### config.mk
export PLATFORM = sky130hd
export DESIGN_NAME = pipe_hazard_ctrl
export DESIGN_NICKNAME = d
export VERILOG_FILES = /design/src/rtl/pipe_hazard_ctrl.sv
export SDC_FILE = /design/constraint.sdc
export NUM_CORES = 1
export LEC_CHECK = 0
export CAP_MARGIN = 20
export CORE_MARGIN = 1.5
export CORE_UTILIZATION = 35
export CTS_BUF_LIST = sky130_fd_sc_hd__clkbuf_4 sky130_fd_sc_hd__clkbuf_8
export CTS_CLUSTER_SIZE = 10
export DETAILED_ROUTE_END_ITERATION = 6
export GPL_TIMING_DRIVEN = 0
export SLEW_MARGIN = 15
export SYNTH_ARGS = -nofsm -noshare
export SYNTH_HDL_FRONTEND = slang
export SYNTH_SLANG_ARGS = --single-unit
### constraint.sdc
create_clock -name clk -period 3.1 [get_ports clk]
set_input_delay 0.62 -clock clk [delete_from_list [all_inputs] [get_ports clk]]
set_output_delay 0.62 -clock clk [all_outputs]
set_load 0.01 [all_outputs]
### src/rtl/pipe_hazard_ctrl.sv
`default_nettype none
// ============================================================================
// Module      : pipe_hazard_ctrl
// Description : Hazard controller for a 5-stage in-order pipeline
//               (F/D/E/M/W). It tracks a small tag per E, M and W stage and
//               decides, every cycle, whether to freeze the whole pipe on a
//               slow data-memory access, squash on a taken branch, insert a
//               bubble for a RAW hazard, or let everything advance. It also
//               selects the execute-stage operand forwarding sources and
//               keeps saturating stall/flush performance counters.
//
// Parameters  : FWD_EN  1 = EX/WB forwarding, 0 = stall-only interlock
//               CNT_W   width of the stall and flush counters
//
// Ports       : clk, reset                   clock, sync active-high reset
//               d_valid_i                    decode holds a real instruction
//               d_rs1_i/d_rs2_i              decode source registers
//               d_rs1_used_i/d_rs2_used_i    decode reads that source
//               d_rd_i                       decode destination register
//               d_regwren_i/d_memren_i/
//               d_memwren_i                  decode reg-write/load/store
//               e_brtaken_i                  E instruction redirects the PC
//               dmem_ready_i                 M-stage memory access completes
//               stall_f_o/stall_d_o          hold PC and decode register
//               flush_d_o/flush_e_o          squash decode / bubble into E
//               fwd_rs1_o/fwd_rs2_o          E operand source select
//               stall_cnt_o/flush_cnt_o      performance counters
//
// Revision    : 1.0  initial release
// ============================================================================
module pipe_hazard_ctrl #(
    parameter int FWD_EN = 1,
    parameter int CNT_W  = 32
) (
    input  logic             clk,
    input  logic             reset,

    input  logic             d_valid_i,
    input  logic [4:0]       d_rs1_i,
    input  logic [4:0]       d_rs2_i,
    input  logic             d_rs1_used_i,
    input  logic             d_rs2_used_i,
    input  logic [4:0]       d_rd_i,
    input  logic             d_regwren_i,
    input  logic             d_memren_i,
    input  logic             d_memwren_i,

    input  logic             e_brtaken_i,
    input  logic             dmem_ready_i,

    output logic             stall_f_o,
    output logic             stall_d_o,
    output logic             flush_d_o,
    output logic             flush_e_o,
    output logic [1:0]       fwd_rs1_o,
    output logic [1:0]       fwd_rs2_o,
    output logic [CNT_W-1:0] stall_cnt_o,
    output logic [CNT_W-1:0] flush_cnt_o
);

    // ------------------------------------------------------------------------
    // Constants
    // ------------------------------------------------------------------------
    localparam logic [1:0]       c_FWD_RF  = 2'b00;  // register file
    localparam logic [1:0]       c_FWD_MEM = 2'b01;  // M-stage ALU result
    localparam logic [1:0]       c_FWD_WB  = 2'b10;  // writeback data
    localparam logic             c_FWD_ON  = (FWD_EN != 0);
    localparam logic [CNT_W-1:0] c_CNT_ONE = CNT_W'(1);
    localparam logic [CNT_W-1:0] c_CNT_MAX = {CNT_W{1'b1}};

    // ------------------------------------------------------------------------
    // Stage tags
    // ------------------------------------------------------------------------
    // Execute stage: full tag including the sources it consumes
    logic       r_e_valid;
    logic [4:0] r_e_rd;
    logic       r_e_regwren;
    logic       r_e_memren;
    logic       r_e_memwren;
    logic [4:0] r_e_rs1;
    logic [4:0] r_e_rs2;
    logic       r_e_rs1_used;
    logic       r_e_rs2_used;

    // Memory stage
    logic       r_m_valid;
    logic [4:0] r_m_rd;
    logic       r_m_regwren;
    logic       r_m_memren;
    logic       r_m_memwren;

    // Writeback stage
    logic       r_w_valid;
    logic [4:0] r_w_rd;
    logic       r_w_regwren;
    logic       r_w_memren;
    logic       r_w_memwren;

    // Performance counters
    logic [CNT_W-1:0] r_stall_cnt;
    logic [CNT_W-1:0] r_flush_cnt;

    // ------------------------------------------------------------------------
    // Source/producer match. x0 is hardwired to zero, so a producer with
    // rd == 0 never creates a dependency.
    // ------------------------------------------------------------------------
    function automatic logic f_src_match(
        input logic       cons_valid,
        input logic       src_used,
        input logic [4:0] src,
        input logic       prod_valid,
        input logic       prod_regwren,
        input logic [4:0] prod_rd
    );
        f_src_match = cons_valid && src_used && prod_valid && prod_regwren &&
                      (prod_rd != 5'd0) && (prod_rd == src);
    endfunction

    // ------------------------------------------------------------------------
    // Hazard detection
    // ------------------------------------------------------------------------
    logic w_freeze;
    logic w_br_flush;
    logic w_raw_stall;
    logic w_raw_act;
    logic w_d_rs1_hit_e;
    logic w_d_rs2_hit_e;
    logic w_d_rs1_hit_m;
    logic w_d_rs2_hit_m;
    logic w_hit_e;
    logic w_hit_m;

    always_comb begin
        w_d_rs1_hit_e = f_src_match(d_valid_i, d_rs1_used_i, d_rs1_i,
                                    r_e_valid, r_e_regwren, r_e_rd);
        w_d_rs2_hit_e = f_src_match(d_valid_i, d_rs2_used_i, d_rs2_i,
                                    r_e_valid, r_e_regwren, r_e_rd);
        w_d_rs1_hit_m = f_src_match(d_valid_i, d_rs1_used_i, d_rs1_i,
                                    r_m_valid, r_m_regwren, r_m_rd);
        w_d_rs2_hit_m = f_src_match(d_valid_i, d_rs2_used_i, d_rs2_i,
                                    r_m_valid, r_m_regwren, r_m_rd);
        w_hit_e = w_d_rs1_hit_e | w_d_rs2_hit_e;
        w_hit_m = w_d_rs1_hit_m | w_d_rs2_hit_m;

        // With forwarding only a load in E cannot be bypassed in time.
        // Without it, any producer still in E or M must drain; W is safe
        // because the register file writes before it is read.
        if (c_FWD_ON) begin
            w_raw_stall = w_hit_e & r_e_memren;
        end else begin
            w_raw_stall = w_hit_e | w_hit_m;
        end

        // A slow memory access freezes everything, including a pending
        // branch in E: it is simply re-evaluated once the freeze lifts.
        w_freeze   = r_m_valid & (r_m_memren | r_m_memwren) & ~dmem_ready_i;
        w_br_flush = ~w_freeze & r_e_valid & e_brtaken_i;
        w_raw_act  = ~w_freeze & ~w_br_flush & w_raw_stall;
    end

    // ------------------------------------------------------------------------
    // Pipeline control outputs
    // ------------------------------------------------------------------------
    always_comb begin
        stall_f_o = w_freeze | w_raw_act;
        stall_d_o = w_freeze | w_raw_act;
        flush_d_o = w_br_flush;
        flush_e_o = w_br_flush | w_raw_act;
    end

    // ------------------------------------------------------------------------
    // Forwarding select: purely a function of the registered tags, so it
    // naturally holds its value while the pipe is frozen. M is the younger
    // producer and wins over W.
    // ------------------------------------------------------------------------
    logic w_e1_hit_m;
    logic w_e2_hit_m;
    logic w_e1_hit_w;
    logic w_e2_hit_w;

    always_comb begin
        w_e1_hit_m = f_src_match(r_e_valid, r_e_rs1_used, r_e_rs1,
                                 r_m_valid, r_m_regwren, r_m_rd);
        w_e2_hit_m = f_src_match(r_e_valid, r_e_rs2_used, r_e_rs2,
                                 r_m_valid, r_m_regwren, r_m_rd);
        w_e1_hit_w = f_src_match(r_e_valid, r_e_rs1_used, r_e_rs1,
                                 r_w_valid, r_w_regwren, r_w_rd);
        w_e2_hit_w = f_src_match(r_e_valid, r_e_rs2_used, r_e_rs2,
                                 r_w_valid, r_w_regwren, r_w_rd);

        fwd_rs1_o = c_FWD_RF;
        fwd_rs2_o = c_FWD_RF;
        if (c_FWD_ON && r_e_valid) begin
            if (w_e1_hit_m) begin
                fwd_rs1_o = c_FWD_MEM;
            end else if (w_e1_hit_w) begin
                fwd_rs1_o = c_FWD_WB;
            end
            if (w_e2_hit_m) begin
                fwd_rs2_o = c_FWD_MEM;
            end else if (w_e2_hit_w) begin
                fwd_rs2_o = c_FWD_WB;
            end
        end
    end

    // ------------------------------------------------------------------------
    // Stage tag pipeline
    // ------------------------------------------------------------------------
    always_ff @(posedge clk) begin
        if (reset) begin
            r_e_valid    <= 1'b0;
            r_e_rd       <= 5'd0;
            r_e_regwren  <= 1'b0;
            r_e_memren   <= 1'b0;
            r_e_memwren  <= 1'b0;
            r_e_rs1      <= 5'd0;
            r_e_rs2      <= 5'd0;
            r_e_rs1_used <= 1'b0;
            r_e_rs2_used <= 1'b0;
            r_m_valid    <= 1'b0;
            r_m_rd       <= 5'd0;
            r_m_regwren  <= 1'b0;
            r_m_memren   <= 1'b0;
            r_m_memwren  <= 1'b0;
            r_w_valid    <= 1'b0;
            r_w_rd       <= 5'd0;
            r_w_regwren  <= 1'b0;
            r_w_memren   <= 1'b0;
            r_w_memwren  <= 1'b0;
        end else if (!w_freeze) begin
            // M and W always advance when not frozen
            r_m_valid   <= r_e_valid;
            r_m_rd      <= r_e_rd;
            r_m_regwren <= r_e_regwren;
            r_m_memren  <= r_e_memren;
            r_m_memwren <= r_e_memwren;
            r_w_valid   <= r_m_valid;
            r_w_rd      <= r_m_rd;
            r_w_regwren <= r_m_regwren;
            r_w_memren  <= r_m_memren;
            r_w_memwren <= r_m_memwren;

            if (w_br_flush || w_raw_act) begin
                // Bubble into E; fields cleared so a bubble can never match
                r_e_valid    <= 1'b0;
                r_e_rd       <= 5'd0;
                r_e_regwren  <= 1'b0;
                r_e_memren   <= 1'b0;
                r_e_memwren  <= 1'b0;
                r_e_rs1      <= 5'd0;
                r_e_rs2      <= 5'd0;
                r_e_rs1_used <= 1'b0;
                r_e_rs2_used <= 1'b0;
            end else begin
                r_e_valid    <= d_valid_i;
                r_e_rd       <= d_rd_i;
                r_e_regwren  <= d_regwren_i;
                r_e_memren   <= d_memren_i;
                r_e_memwren  <= d_memwren_i;
                r_e_rs1      <= d_rs1_i;
                r_e_rs2      <= d_rs2_i;
                r_e_rs1_used <= d_rs1_used_i;
                r_e_rs2_used <= d_rs2_used_i;
            end
        end
    end

    // ------------------------------------------------------------------------
    // Performance counters (saturating). A cycle that is both frozen and
    // RAW-stalled is one held cycle of the front end and counts once.
    // ------------------------------------------------------------------------
    logic w_stall_evt;

    always_comb begin
        w_stall_evt = w_freeze | w_raw_act;
    end

    always_ff @(posedge clk) begin
        if (reset) begin
            r_stall_cnt <= '0;
            r_flush_cnt <= '0;
        end else begin
            if (w_stall_evt && (r_stall_cnt != c_CNT_MAX)) begin
                r_stall_cnt <= r_stall_cnt + c_CNT_ONE;
            end
            if (w_br_flush && (r_flush_cnt != c_CNT_MAX)) begin
                r_flush_cnt <= r_flush_cnt + c_CNT_ONE;
            end
        end
    end

    always_comb begin
        stall_cnt_o = r_stall_cnt;
        flush_cnt_o = r_flush_cnt;
    end

    // W-stage memory flags travel with the tag but nothing downstream of
    // writeback needs them.
    logic w_unused_wb;
    always_comb begin
        w_unused_wb = r_w_memren | r_w_memwren;
    end

endmodule
`default_nettype wire

* Word-level counts from Yosys, hierarchy flattened
Cells that the tools add are included.
Word-level totals: flip-flop bits (word level) 101, input bits 25, output and inout bits 72, logic and storage cells 92
Cells by class: add/sub/neg operators 2, equality and inequality tests 8, muxes and demuxes 15, bitwise logic cells 14, reduce and logical (&&, ||, !) cells 34
Operator list (number):
- $add 32x1->32 const B | 2
- $ne 32x32->1 const B | 2
- $eq 5x5->1 | 6
- $logic_and 1x1->1 | 30
- $mux 5 | 3
- $reduce_bool 5->1 | 3
- $mux 2 | 6
- $and 1x1->1 | 7
- $mux 1 | 6
- $or 1x1->1 | 4
- $not 1->1 | 3
- $logic_or 1x1->1 | 1

* Logic depth before layout (Yosys ltp)
depth in word-level cells 11, gate-level depth with buffers 9, mapped depth without buffers 8

* Worst setup path after synthesis
No wires, ideal clock.
path type register to register, start point reg r_stall_cnt[0] (netlist: stall_cnt_o[0]), end point reg r_stall_cnt[26] (netlist: stall_cnt_o[26]), library setup time 121 ps, data arrival time 2166 ps, required time 2979 ps, slack 813 ps, cell stages (with the launch flop) 8, buffers on the path 0, period minus slack after synthesis 2287 ps, cell sequence dfxtp_1 ha_1 nand4_2 or4_4 a31oi_4 nand4_2 nor2_1 mux2_2
On the way: word-level cells in the longest chain between the ends 2, elaborated cells on any way between the ends 3, those cells by class add/sub: 1; eq/ne: 1; reduce/logical: 1
Ends and longest elaborated chain:
- start, declared | RTL line 100 | logic [CNT_W-1:0] r_stall_cnt;
- start signal, assigned | RTL line 285 | r_stall_cnt <= r_stall_cnt + c_CNT_ONE;
- parallel branches: the longest is 2 deep, another holds $add 32x1->32
Parallel ways; which one is timed is not known. A chain may end at the register's enable or synchronous reset.

* Worst setup path in the final report
start point in d_rs2_i[0], end point out flush_e_o
On the way: word-level cells in the longest chain between the ends 6
Ends and longest elaborated chain:
- start, declared | RTL line 40 | input logic [4:0] d_rs2_i,
- $eq 5x5->1 | RTL line 116 | (prod_rd != 5'd0) && (prod_rd == src);
- $logic_and 1x1->1 | RTL line 116
- $or 1x1->1 | RTL line 142 | w_hit_e = w_d_rs1_hit_e | w_d_rs2_hit_e;
- $and 1x1->1 | RTL line 149 | w_raw_stall = w_hit_e & r_e_memren;
- $and 1x1->1 | RTL line 158 | w_raw_act = ~w_freeze & ~w_br_flush & w_raw_stall;
- $or 1x1->1 | RTL line 168 | flush_e_o = w_br_flush | w_raw_act;
- end, declared | RTL line 54 | output logic flush_e_o,
No other way between the ends.

==> impl_results.md <==
* RSZ-0062 raised after global routing: true
* Synthesized area at 4940 um2
* Hold_buf cts at 0
* Worst path arrival time at 2.46 ns
* Initial antenna violation count at 0
* Status: completed
* Worst-path fanout max at 2
* Critical path class: primary input to output pin
* HP Start: r_w_regwren
* GRT overflow at 0
* Synth Instances at 584
* Peak Freq at 325 MHz
* Syn_area_per_cell at 8.46 um2
* CTS max path bufs at 2
* Vias in the first global route at about 4,600
* Global-route wire length before repair at 23,100 um
* Critical Path Start: d_rs2_i[0]
* Final Wtd Congestion at 0.901
* Initial DRC Count at 278
* Final Core Density at 46.0%
* Routed wire length per instance at around 16 um
* R2R Path Start: stall_cnt_o[0]
* DRT Wirelength at 13,900 um
* Final std cells w/o fill at approximately 870
* Slowest Stage Delay on Critical Path at around 0.53 ns
* TritonCTS clock tree: done
* Area contributors post-synth: dfxtp_1 (41%), xnor2_1 (8.9%), nor2_1 (5.3%)
* Lkg Pwr at 2.11 nW
* Worst-Skew Late Latency at 0.39 ns
* Yosys warnings at 0
* Clock sink total at 101
* Critical Path, Cell by Cell: clkdlybuf4s50_1 -> xnor2_1 -> nand4_1 -> o22ai_2 -> nand2_2 -> nand2_1 -> clkdlybuf4s50_1
* Die height at 122 um
* Tightest Hold Check Type: flop to flop
* Place WS at -0.283 ns
* Area grow syn2layout at 28.8%
* Tot GR Track Use at 19.7%
* Worst Skew at ~0.013 ns
* Root Buffer: clkbuf_8
* Async S/R FF share, synth at 0%
* Max Slew Vio Count at 0
* Share of layout cells above drive strength 1 at 7.78%
* Final hold vios at 0
* Max Cap Viol at 0
* Synth cell types at 47
* Most used cell, CP: clkdlybuf4s50_1
* R2R depth at 9
* Die ar. at 14,800 um2
* Post-synth top cells: dfxtp_1 (101), nor2_1 (70), nand2_1 (57)
* Fin crit share at 99.4%
* FP Rows at 43
* Area leader, netlist: dfxtp_1
* Synth Register Bits at 101
* Ys flop type: dfxtp_1
* Max_slew headroom at 54.1%
* Chip width at 122 um
* Hold Path Depth at 2
* ANT cells at 0
* Final min period at 3.08 ns
* CTS H-tree depth at 3
* Peak supply drop at about 0.18 mV
* Most common cell in the netlist: dfxtp_1
* Via count of the routed design at roughly 4,700
* R2R Setup Slk at 0.36 ns
* DRC Markers at 0
* # port buffers at 95
* Initial core utilization at 35.7%
* Via/cell ratio at ~5.4
* Synth Net Count at 611
* Post-layout nets at 716
* Post-Place Cells at 859
* Startpoint Class: primary input
* Core Footprint at between 10,000 and 15,000 um2
* PnR worst setup slack at 0.0192 ns
* Endpoints failing setup at 0
* Antenna Nets Post-Route at 0
* Sequential area share after synthesis at 40.9%
* EDFF count, synth at 0
* Pre-antenna DRT Iters at 5
* Req. time, crit path at 2.48 ns
* CTS buffer count at 9
* Io pins at 97
* Worst Tran Pin Value at 0.688 ns
* Crit-path slowest cell: clkdlybuf4s50_1
* Synth top area share at 40.9%
* Largest net degree at the start of global routing at 18
* Crit. End Element: output pin
* CTS clk-pin slew, worst paths at about 0.10 ns
* Power per cell area at 381 nW/um2
* Post-DP HPWL at 10,100 um
## worst paths after layout
| kind | to |
|---|---|
| max | flush_e_o |
| min | r_w_regwren |
| max reg2reg | stall_cnt_o[1] |
| min reg2reg | r_w_regwren |
## worst max-delay path: cells and delay by family
family / cells / cell delay [ns]
xor gates and xnor gates: 1 / 0.13
AOI/OAI and AO/OA: 1 / 0.25
buffers and inverters: 2 / 1.04
and+or+nand+nor: 3 / 0.41
## through the flow
| stage | power, mW | setup TNS, ns | hold slack [ns] | area, um2 |
|---|---|---|---|---|
| floorplan | 1.48 | 0 | 0.433 | 4940 |
| global placement | 1.56 | -0.747 | 0.445 | 6120 |
| detailed placement | 1.56 | -0.850 | 0.447 | 6120 |
| CTS | 2.45 | 0 | 0.462 | 6350 |
| global route | 2.53 | -0.105 | 0.486 | 6360 |
| finish | 2.42 | 0 | 0.458 | 6360 |
## power by group
group | switching (mW) | internal [mW]
sequential | 0.0358 | 1.32
clock | 0.487 | 0.401
combinational | 0.0945 | 0.0841
total | 0.618 | 1.81
## flip-flops by register name, indices dropped and copies added, names as in the netlist
register,cells
r_e_rs2_used,1
r_w_rd,5
r_m_valid,1
r_e_rd,5
r_m_memwren,1
r_m_regwren,1
r_m_memren,1
r_e_regwren,1
r_e_rs1,5
r_m_rd,5
flush_cnt_o,32
r_w_valid,1
r_w_regwren,1
stall_cnt_o,32
r_e_memren,1
r_e_rs2,5
r_e_rs1_used,1
r_e_valid,1
r_e_memwren,1
## cell families after synthesis
family	after synthesis	synth area share (%)
AOI/OAI and AO/OA	92	12.7
xor gates and xnor gates	64	11.3
adders and majority gates	2	0.506
buffers and inverters	40	3.44
DFF	101	40.9
muxes	5	1.11
and+or+nand+nor	280	30.0
## area by class of cell
class,count,area (um2)
flip-flops and latches,101,2020
well taps,180,225
clock buffers,10,138
clock inverters,6,71.3
multi-input cells,443,2790
inverters,10,38.8
repair buffers,95,953
plain buffers,29,130
fillers,1345,7460
## layout by cell type (no fill, tap or decap), types with 3 or more instances in the layout
| cell type | Yosys | routed |
|---|---|---|
| a21oi_1 | 36 | 36 |
| a22oi_1 | 21 | 21 |
| and3_1 | 6 | 6 |
| and4_1 | 8 | 8 |
| buf_2 | 6 | 7 |
| buf_4 | 3 | 3 |
| clkbuf_1 | 20 | 18 |
| clkbuf_8 | 0 | 10 |
| clkdlybuf4s50_1 | 0 | 91 |
| dfxtp_1 | 101 | 101 |
| inv_1 | 9 | 9 |
| mux2_2 | 4 | 4 |
| nand2_1 | 57 | 55 |
| nand3_1 | 27 | 27 |
| nand4_1 | 24 | 24 |
| nand4_2 | 4 | 4 |
| nor2_1 | 70 | 69 |
| nor2b_1 | 8 | 7 |
| nor3_1 | 19 | 19 |
| nor4_1 | 16 | 15 |
| o21ai_0 | 14 | 14 |
| o31ai_1 | 10 | 10 |
| or3_1 | 12 | 12 |
| or4_1 | 17 | 17 |
| xnor2_1 | 50 | 50 |
| xor2_1 | 14 | 14 |
## what timing repair did
action                                  4_1_cts  5_1_grt
gates resized for setup                      10        5
setup buffers                                 0        0
pin swaps                                     2        1
endpoints found under the setup margin        6        4
## layer usage
| metal | vias up | share of wire (%) | GRT usage, % |
|---|---|---|---|
| li1 | 2315 | - | - |
| met1 | 2238 | 47 | 27.2 |
| met2 | 160 | 46 | 30.6 |
| met3 | 15 | 6.0 | 3.98 |
| met4 | 0 | 1.1 | 6.47 |
| met5 | - | 0 | 0 |
(Power assumes the default switching activity.)
